File: config.mk
export PLATFORM = sky130hd
export DESIGN_NAME = alu_multi_irq
export DESIGN_NICKNAME = d
export VERILOG_FILES = /design/src/rtl/alu_multi_irq.sv
export SDC_FILE = /design/constraint.sdc
export NUM_CORES = 1
export LEC_CHECK = 0
export ABC_AREA = 1
export BUFFER_PORTS_ARGS = -buffer_cell sky130_fd_sc_hd__buf_2
export CORE_MARGIN = 2
export CORE_UTILIZATION = 55
export CTS_CLUSTER_DIAMETER = 60
export CTS_CLUSTER_SIZE = 40
export DETAILED_ROUTE_END_ITERATION = 12
export PLACE_DENSITY = 0.75
export SETUP_SLACK_MARGIN = 0.5
export SLEW_MARGIN = 10
export SYNTH_ARGS = -nofsm -noshare
export SYNTH_HDL_FRONTEND = slang
export SYNTH_SLANG_ARGS = --single-unit
File: constraint.sdc
create_clock -name clk -period 3.8 [get_ports clk]
set_clock_uncertainty 0.05 [all_clocks]
set_input_delay 0.38 -clock clk [delete_from_list [all_inputs] [get_ports clk]]
set_output_delay 0.38 -clock clk [all_outputs]
set_load 0.1 [all_outputs]
File: src/rtl/alu_multi_irq.sv
// alu_multi_irq: NUM_CH channels share one registered ALU; each channel owns a programmable
// trigger table whose hits raise a sticky, per-channel-clearable interrupt. Optional macro
// ALU_IRQ_CNT_EN adds saturating 8-bit per-channel match counters on alu_irq_cnt.
module alu_multi_irq #(
  parameter int unsigned DATA_W     = 8,
  parameter int unsigned NUM_CH     = 2,
  parameter int unsigned TRIG_DEPTH = 4,
  parameter int unsigned CH_W       = (NUM_CH > 1) ? $clog2(NUM_CH) : 1,
  parameter int unsigned TI_W       = (TRIG_DEPTH > 1) ? $clog2(TRIG_DEPTH) : 1
) (
  input  logic              clk,
  input  logic              alu_rst_n,
  input  logic              alu_enable,
  input  logic [NUM_CH-1:0] alu_enable_ch,
  input  logic [DATA_W-1:0] alu_in_a,
  input  logic [DATA_W-1:0] alu_in_b,
  input  logic [2:0]        alu_op,
  input  logic              trig_we,
  input  logic [CH_W-1:0]   trig_ch,
  input  logic [TI_W-1:0]   trig_idx,
  input  logic              trig_val,
  input  logic [DATA_W-1:0] trig_data,
  input  logic              alu_irq_clr,
  input  logic [NUM_CH-1:0] alu_irq_clr_mask,
  output logic [DATA_W-1:0] alu_out,
  output logic              alu_out_vld,
  output logic [CH_W-1:0]   alu_out_ch,
  output logic              alu_err,
  output logic [NUM_CH-1:0] alu_irq_pend,
  output logic              alu_irq
`ifdef ALU_IRQ_CNT_EN
  ,
  output logic [NUM_CH*8-1:0] alu_irq_cnt
`endif
);

  localparam int unsigned N_ENT = NUM_CH * TRIG_DEPTH;
  localparam int unsigned CNT_W = 8;

  localparam logic [2:0] OP_AND  = 3'd0;
  localparam logic [2:0] OP_NAND = 3'd1;
  localparam logic [2:0] OP_OR   = 3'd2;
  localparam logic [2:0] OP_XOR  = 3'd3;
  localparam logic [2:0] OP_XNOR = 3'd4;
  localparam logic [2:0] OP_NOR  = 3'd5;
  localparam logic [2:0] OP_ADD  = 3'd6;
  localparam logic [2:0] OP_SUB  = 3'd7;

  logic              trig_vld_q  [NUM_CH][TRIG_DEPTH];
  logic [DATA_W-1:0] trig_data_q [NUM_CH][TRIG_DEPTH];

  logic              issue_c;
  logic              illegal_c;
  logic [CH_W-1:0]   issue_ch_c;
  logic [DATA_W-1:0] result_c;
  logic [N_ENT-1:0]  ent_hit_c;
  logic [NUM_CH-1:0] ch_hit_c;
  logic [NUM_CH-1:0] set_c;
  logic [NUM_CH-1:0] clr_c;
  logic [NUM_CH-1:0] pend_nxt_c;
  logic              trig_wr_c;

  // Issue qualification and channel index encode
  always_comb begin : decode
    issue_ch_c = '0;
    for (int unsigned c = 0; c < NUM_CH; c++) begin
      if (alu_enable_ch[CH_W'(c)]) issue_ch_c = CH_W'(c);
    end
    issue_c   = alu_enable && $onehot(alu_enable_ch);
    illegal_c = alu_enable && !$onehot0(alu_enable_ch);
  end

  // Shared datapath; ADD/SUB wrap modulo 2^DATA_W
  always_comb begin : datapath
    result_c = '0;
    unique case (alu_op)
      OP_AND:  result_c = alu_in_a & alu_in_b;
      OP_NAND: result_c = ~(alu_in_a & alu_in_b);
      OP_OR:   result_c = alu_in_a | alu_in_b;
      OP_XOR:  result_c = alu_in_a ^ alu_in_b;
      OP_XNOR: result_c = ~(alu_in_a ^ alu_in_b);
      OP_NOR:  result_c = ~(alu_in_a | alu_in_b);
      OP_ADD:  result_c = alu_in_a + alu_in_b;
      OP_SUB:  result_c = alu_in_a - alu_in_b;
      default: result_c = '0;
    endcase
  end

  // Entry hits are gated by the channel's enable bit, so only the issuing channel can match
  for (genvar c = 0; c < NUM_CH; c++) begin : g_ch
    for (genvar i = 0; i < TRIG_DEPTH; i++) begin : g_ent
      assign ent_hit_c[c*TRIG_DEPTH + i] = trig_vld_q[c][i] && (trig_data_q[c][i] == result_c);
    end
    assign ch_hit_c[c] = alu_enable_ch[c] && (|ent_hit_c[c*TRIG_DEPTH +: TRIG_DEPTH]);
  end

  // Set has priority over clear on the same channel
  always_comb begin : pend_next
    set_c      = issue_c ? ch_hit_c : '0;
    clr_c      = alu_irq_clr ? alu_irq_clr_mask : '0;
    pend_nxt_c = (alu_irq_pend & ~clr_c) | set_c;
    trig_wr_c  = trig_we && (32'(trig_ch) < NUM_CH) && (32'(trig_idx) < TRIG_DEPTH);
  end

  // Result, status and interrupt registers
  always_ff @(posedge clk) begin : out_regs
    if (!alu_rst_n) begin
      alu_out      <= '0;
      alu_out_vld  <= 1'b0;
      alu_out_ch   <= '0;
      alu_err      <= 1'b0;
      alu_irq_pend <= '0;
      alu_irq      <= 1'b0;
    end else begin
      alu_out_vld  <= issue_c;
      alu_err      <= illegal_c;
      if (issue_c) begin
        alu_out    <= result_c;
        alu_out_ch <= issue_ch_c;
      end
      alu_irq_pend <= pend_nxt_c;
      alu_irq      <= |pend_nxt_c;
    end
  end

  // Trigger table; a compare in the write cycle still sees the old entry
  always_ff @(posedge clk) begin : trig_table
    if (!alu_rst_n) begin
      for (int unsigned c = 0; c < NUM_CH; c++) begin
        for (int unsigned i = 0; i < TRIG_DEPTH; i++) begin
          trig_vld_q[CH_W'(c)][TI_W'(i)]  <= 1'b0;
          trig_data_q[CH_W'(c)][TI_W'(i)] <= '0;
        end
      end
    end else if (trig_wr_c) begin
      trig_vld_q[trig_ch][trig_idx]  <= trig_val;
      trig_data_q[trig_ch][trig_idx] <= trig_data;
    end
  end

`ifdef ALU_IRQ_CNT_EN
  // Saturating match counters, cleared with their pend bit; a coinciding match leaves 1
  always_ff @(posedge clk) begin : irq_cnt_regs
    if (!alu_rst_n) begin
      alu_irq_cnt <= '0;
    end else begin
      for (int unsigned c = 0; c < NUM_CH; c++) begin
        if (clr_c[CH_W'(c)]) begin
          alu_irq_cnt[c*CNT_W +: CNT_W] <= set_c[CH_W'(c)] ? CNT_W'(1) : CNT_W'(0);
        end else if (set_c[CH_W'(c)] && (alu_irq_cnt[c*CNT_W +: CNT_W] != {CNT_W{1'b1}})) begin
          alu_irq_cnt[c*CNT_W +: CNT_W] <= alu_irq_cnt[c*CNT_W +: CNT_W] + CNT_W'(1);
        end
      end
    end
  end
`endif

endmodule

# Word level (Yosys, flattened, before mapping)
# Memories as Yosys holds them, arrays and structs flattened.
# Index checks and enable logic that the tools add are counted.
dict set report op_classes {
  n_mux 19
  bitwise_logic 10
  n_reduce_logical 20
  magnitude_cmp 3
  add_sub_neg 3
  eq_ne 16
}
# op count
set op_table {}
lappend op_table {{32-bit two-way mux} 3}
lappend op_table {{8-bit equality test} 8}
lappend op_table {{8-bit case mux with 8 select lines} 1}
lappend op_table {{32-bit OR reduction} 1}
lappend op_table {{8-bit inverter} 3}
lappend op_table {{8-bit demux with 2-bit select} 1}
lappend op_table {{1-bit logical AND} 13}
lappend op_table {{3-bit equality test (second input constant)} 4}
lappend op_table {{4-bit two-way mux} 3}
lappend op_table {{4-bit OR reduction} 3}
lappend op_table {{8-bit adder} 1}
lappend op_table {{8-bit bitwise AND} 1}
lappend op_table {{8-bit two-way mux} 1}
lappend op_table {{8-bit bitwise OR} 1}
lappend op_table {{8-bit subtractor} 1}
lappend op_table {{8-bit bitwise XOR} 1}
lappend op_table {{1-bit two-way mux} 7}
lappend op_table {{3-bit by 2-bit equality test with 1-bit output (second input constant)} 2}
lappend op_table {{2-bit two-way mux} 2}
lappend op_table {{3-bit by 1-bit equality test with 1-bit output (second input constant)} 1}
lappend op_table {{3-bit >= comparator (second input constant)} 1}
lappend op_table {{3-bit logical NOT} 1}
lappend op_table {{3-bit by 1-bit < comparator with 1-bit output (second input constant)} 1}
lappend op_table {{2-bit inverter with 3-bit output} 1}
lappend op_table {{other kinds (9)} 9}
dict set report totals {
  inputBits 40
  mem_count 2
  out_inout_bits 14
  wordCells 79
  ramBits 72
  regBits 14
}
# name depth width rd rd_ports_with_merged_regs wr line
set mem_list {}
lappend mem_list {trig_data_q 2 32 2 0 2 50} ;# logic [DATA_W-1:0] trig_data_q [NUM_CH][TRIG_DEPTH];
lappend mem_list {trig_vld_q 2 4 2 0 2 49} ;# logic trig_vld_q [NUM_CH][TRIG_DEPTH];

# Logic depth before layout (Yosys ltp)
dict set report depth {
  depth_word 10
  ltp_mapped 26
  ltp_nobuf 26
}

# Worst setup path before layout
# OpenSTA, ideal clock, no wires.
dict set report synth_timing {
  path_type {input port to flip-flop}
  startpoint {input alu_op[0]}
  endpoint {register alu_irq}
  required_time_ns 3.636
  arrival_time_ns 2.635
  setup_slack_ns 1.002
  setup_time_ns 0.114
  path_buffers 1
  cell_stages 24
  path_cell_list {buf_4 > nand3_2 > nand2_1 > nand2_1 > xor2_1 > inv_1 > ha_1 > nand2_1 > inv_1 > nand4_1 > nand3_1 > nand2_1 > nand3_1 > nand2_1 > nand2_2 > nand2_1 > nand2_1 > inv_1 > nand4_1 > nand2_1 > o21bai_1 > nand2_1 > nand2_1 > nand2_1}
}
dict set report synth_via {
  elab_chain_cells 9
  elab_cells_between_ends 32
  cone_classes {eq/ne (15); mux (2); bitwise (1); reduce/logical (14)}
}
# element line
set synth_lines {}
lappend synth_lines {{start: declaration} 17} ;# input logic [2:0] alu_op,
lappend synth_lines {{3-bit equality test, or another cell as far along} 76} ;# unique case (alu_op)
lappend synth_lines {{8-bit case mux with 8 select lines (*)} 76}
lappend synth_lines {{8-bit equality test} 92} ;# assign ent_hit_c[c*TRIG_DEPTH + i] = trig_vld_q[c][i] && (trig_data_q[c][i] == result_c);
lappend synth_lines {{1-bit logical AND} 92}
lappend synth_lines {{4-bit OR reduction} 94} ;# assign ch_hit_c[c] = alu_enable_ch[c] && (|ent_hit_c[c*TRIG_DEPTH +: TRIG_DEPTH]);
lappend synth_lines {{1-bit logical AND} 94}
lappend synth_lines {{2-bit two-way mux (*)} 99} ;# set_c = issue_c ? ch_hit_c : '0;
lappend synth_lines {{2-bit bitwise OR (*)} 101} ;# pend_nxt_c = (alu_irq_pend & ~clr_c) | set_c;
lappend synth_lines {{2-bit OR reduction (*)} 122} ;# alu_irq <= |pend_nxt_c;
lappend synth_lines {{end signal: assignment} 122}
lappend synth_lines {{end: declaration} 30} ;# output logic alu_irq
# Mark *: on every way between the ends. The rest lies on a longest branch, timed or not.
# A chain may end at the register's enable or synchronous reset.

# Final worst setup path
dict set report layout_timing {
  startpoint {input alu_in_b[0]}
  endpoint {register alu_irq}
}
dict set report layout_via {
  elab_chain_cells 10
  elab_cells_between_ends 32
  cone_classes {add/sub (2); eq/ne (8); mux (2); bitwise (7); reduce/logical (13)}
}
# element line
set layout_lines {}
lappend layout_lines {{start: declaration} 16} ;# input logic [DATA_W-1:0] alu_in_b,
lappend layout_lines {{branches (longest 2 deep; another with 8-bit subtractor)} n/a}
lappend layout_lines {{8-bit case mux with 8 select lines (*)} 76}
lappend layout_lines {{8-bit equality test} 92}
lappend layout_lines {{1-bit logical AND} 92}
lappend layout_lines {{4-bit OR reduction} 94}
lappend layout_lines {{1-bit logical AND} 94}
lappend layout_lines {{2-bit two-way mux (*)} 99}
lappend layout_lines {{2-bit bitwise OR (*)} 101}
lappend layout_lines {{2-bit OR reduction (*)} 122}
# Every way passes the cells marked *.

==> qor.txt <==
average cell area after synthesis: 7.630 sq um
CTS tree: built
worst hold start: alu_enable
number of diodes: 0
DR iter-0 viols: 367
critical-path cell list: buf_2 -> inv_1 -> ha_1 -> inv_1 -> nand2_1 -> xor2_1 -> ha_1 -> nand3_1 -> nand2_1 -> nand2_1 -> nand3_1 -> nand2_1 -> nand2_2 -> nand2_1 -> nand2_1 -> nand3_1 -> nor2_1 -> nand4_1 -> nand2_1 -> o21bai_1 -> nand2_1 -> nand2_1 -> nand2_1
setup ws final: 0.7796 ns
r2r worst-path depth: 11
CTS Root Buffer Type: clkbuf_8
Power Dens Cells: 387.5 nW/um^2
syn nets: 792
DRC Markers: 0
via count: 4956
Vias/cell: 5.405
Post-DP HPWL: 11.05 mm
DRT met1 WL: 5.932 mm
highest routed layer: met4
layout cells sized above 1: 0.1276
Pint: 1587 uW
Combinational Power Share: 0.259
LEAKAGE: 0.003107 uW
Slew HR: 0.2966
row cnt: 36
max-slew violations: 0
Top Ports: 54
wire length on met2: 7.073 mm
wire per inst: 15.57 um
grt total ovfl: 0
met3 routed WL: 835 um
Psw: 795.6 uW
synth top area cells: edfxtp_1 (38%), nand2_1 (14%), inv_1 (6.9%)
Post-Syn Area: 5539 sq um
Synth Instances: 726
cell count after placement: 901
Resized cells post-CTS: 0
initial antenna violation count: 0
nets: 845
critical path's top delay family: simple AND/OR/NAND/NOR gates
Layout fillers: 880
crit path launch type: input pin
Die Y: 104.4 um
routability cong.: 0.9839
die width: 104.4 um
status: complete, no violations
worst slack, placed: 0.2192 ns
Post-Layout Cell Count: 917
Worst Hold Endpoint: alu_err
later-pin clock latency in the skew report: 0.37 ns
Max-Cap Viols: 0
synth warn: 0
clk slew on worst S/H paths: 0.09 ns
endpoints failing setup: 0
total CTS buffers: 9
antenna viol nets, final: 0
Hold Path Depth: 3
switching power share of the total: 0.3339
kind of critical path: input pin to register
Worst R2R End: alu_irq
Worst Path Required: 4.07 ns
first-pass GRT wire length: 22.96 mm
setup TNS: 0 ns
part of the cycle the worst path needs: 0.7948
r2r startpoint: trig_data_q[1][24]
Fin. Hold Viols: 0
Detailed Routing Iterations Pass 1: 8
Clock power frac: 0.270
crit end category: register
fmax: 331.1 MHz
area of the die: 10890 sq um
All-Layer GR Usage: 0.2698
synthesis-to-finish area growth: 11.02%
Sink Count: 86
Netlist cell types: 33
Worst path slowest cell: ha_1
crit-path max FO: 9
number of global-route vias before repair: 4629
Final Critical Period: 3.020 ns
RSZ-0062 raised after global routing: false
Sequential Power Share: 0.471
register area: 2432 sq um
cell taking the most area after synthesis: edfxtp_1
Worst Hold Class: input pin to register
core box area: 9774 sq um
worst-margin pin slew: 1.055 ns
post-synth top area share: 0.3849
Max clock buf depth: 2
Max rail drop VDD: 0.0003085 V
pin count of the biggest net entering global routing: 23
post-CTS setup buffer count: 0
Seq/Total Area, Yosys: 0.4391
Seq cells post-synth: 86
r2r setup slk: 2.23 ns
I/O Buffers: 53
Initial Utilization: 0.5667
worst hold slack: 0.1950 ns
WL final: 14.28 mm
Worst EP arrival: 3.29 ns
Multi-input gate area: 2670 sq um
CP most frequent cell: nand2_1
CP peak stage delay: 0.38 ns
Buf/Inv on CP: 3
Hold Buf Count CTS: 0
H-tree depth: 3
[tightest hold or removal path: stages]
cell	delay, ns
buf_2	0.10
nand2_1	0.06
nor2_1	0.04
[cell usage after synthesis, drive strengths merged]
cell type	count
a21boi	2
a21oi	15
buf	9
clkbuf	4
dfxtp	15
edfxtp	71
fa	1
ha	25
inv	107
nand2	218
nand3	69
nand3b	30
nand4	15
nor2	99
nor3	4
o211ai	1
o21ai	20
o21bai	1
o22ai	3
o31ai	1
or2	3
xnor2	1
xor2	12
[metal layers]
layer,GRT usage,vias up
li1,-,2448
met1,0.3341,2275
met2,0.4645,200
met3,0.04699,33
met4,0.1120,0
met5,0,-
[how the worst max path moves through the flow]
stage / end / start / slack (ns) / depth (start not counted)
2_1_floorplan: alu_irq / alu_op[0] / 1.00 / 24
4_1_cts: alu_irq / alu_op[1] / 0.62 / 24
6_report: alu_irq / alu_in_b[0] / 0.78 / 23
3_5_place_dp: alu_irq / alu_op[1] / 0.22 / 24
3_3_place_gp: alu_irq / alu_op[1] / 0.30 / 24
5_1_grt: alu_irq / alu_in_b[0] / 0.51 / 27
[per-stage QoR]
step	cell area, sq um	utilization	power, uW
detailed placement	5917	0.6054	1744
CTS	6116	0.6257	2374
global placement	5917	0.6054	1728
floorplan	5539	-	1582
finish	6150	0.6292	2383
global route	6150	0.6292	2507
[cell families (layout without fill, tap and decap cells)]
logic type,Yosys count,after routing,synth area share
AOI/OAI and AO/OA,43,43,0.04179
xor gates and xnor gates,13,13,0.02056
adders and majority gates,26,26,0.06009
buffers and inverters,120,178,0.08493
DFF,86,86,0.4391
and+or+nand+nor,438,438,0.3535
[sequential cells by signal, indices dropped and copies added (netlist names)]
register / count
trig_vld_q: 8
trig_data_q: 64
alu_err: 1
alu_irq_pend: 2
alu_out: 8
alu_irq: 1
alu_out_vld: 1
alu_out_ch: 1
[layout by cell type (no fill, tap or decap), types with 3 or more instances in the layout]
cell,count
nor3_1,3
buf_2,53
a21oi_1,14
or2_2,3
inv_2,5
nand2_2,10
o22ai_1,3
clkbuf_8,10
nor2_1,96
ha_1,25
xor2_1,12
nand3b_1,30
o21ai_1,3
o21ai_0,17
nand3_1,66
inv_1,102
nand2_1,204
dfxtp_1,15
edfxtp_1,71
nand4_1,15
nand2_4,4
[power groups by stage]
stage | Sequential, uW | Combinational, uW | Clock, uW
floorplan | 1200 | 385 | 0
global placement | 1140 | 586 | 0
detailed placement | 1140 | 600 | 0
CTS | 1120 | 603 | 649
global route | 1130 | 688 | 689
finish | 1120 | 616 | 643
[layout make-up]
cell class                      instances  area share
Inverter                              107     0.06531
Multi-Input combinational cell        520      0.4342
Clock buffer                           10     0.02238
Tap cell                              133     0.02706
Sequential cell                        86      0.3955
Timing Repair Buffer                   55     0.04557
Clock inverter                          6    0.009969
(Power assumes the default switching activity.)
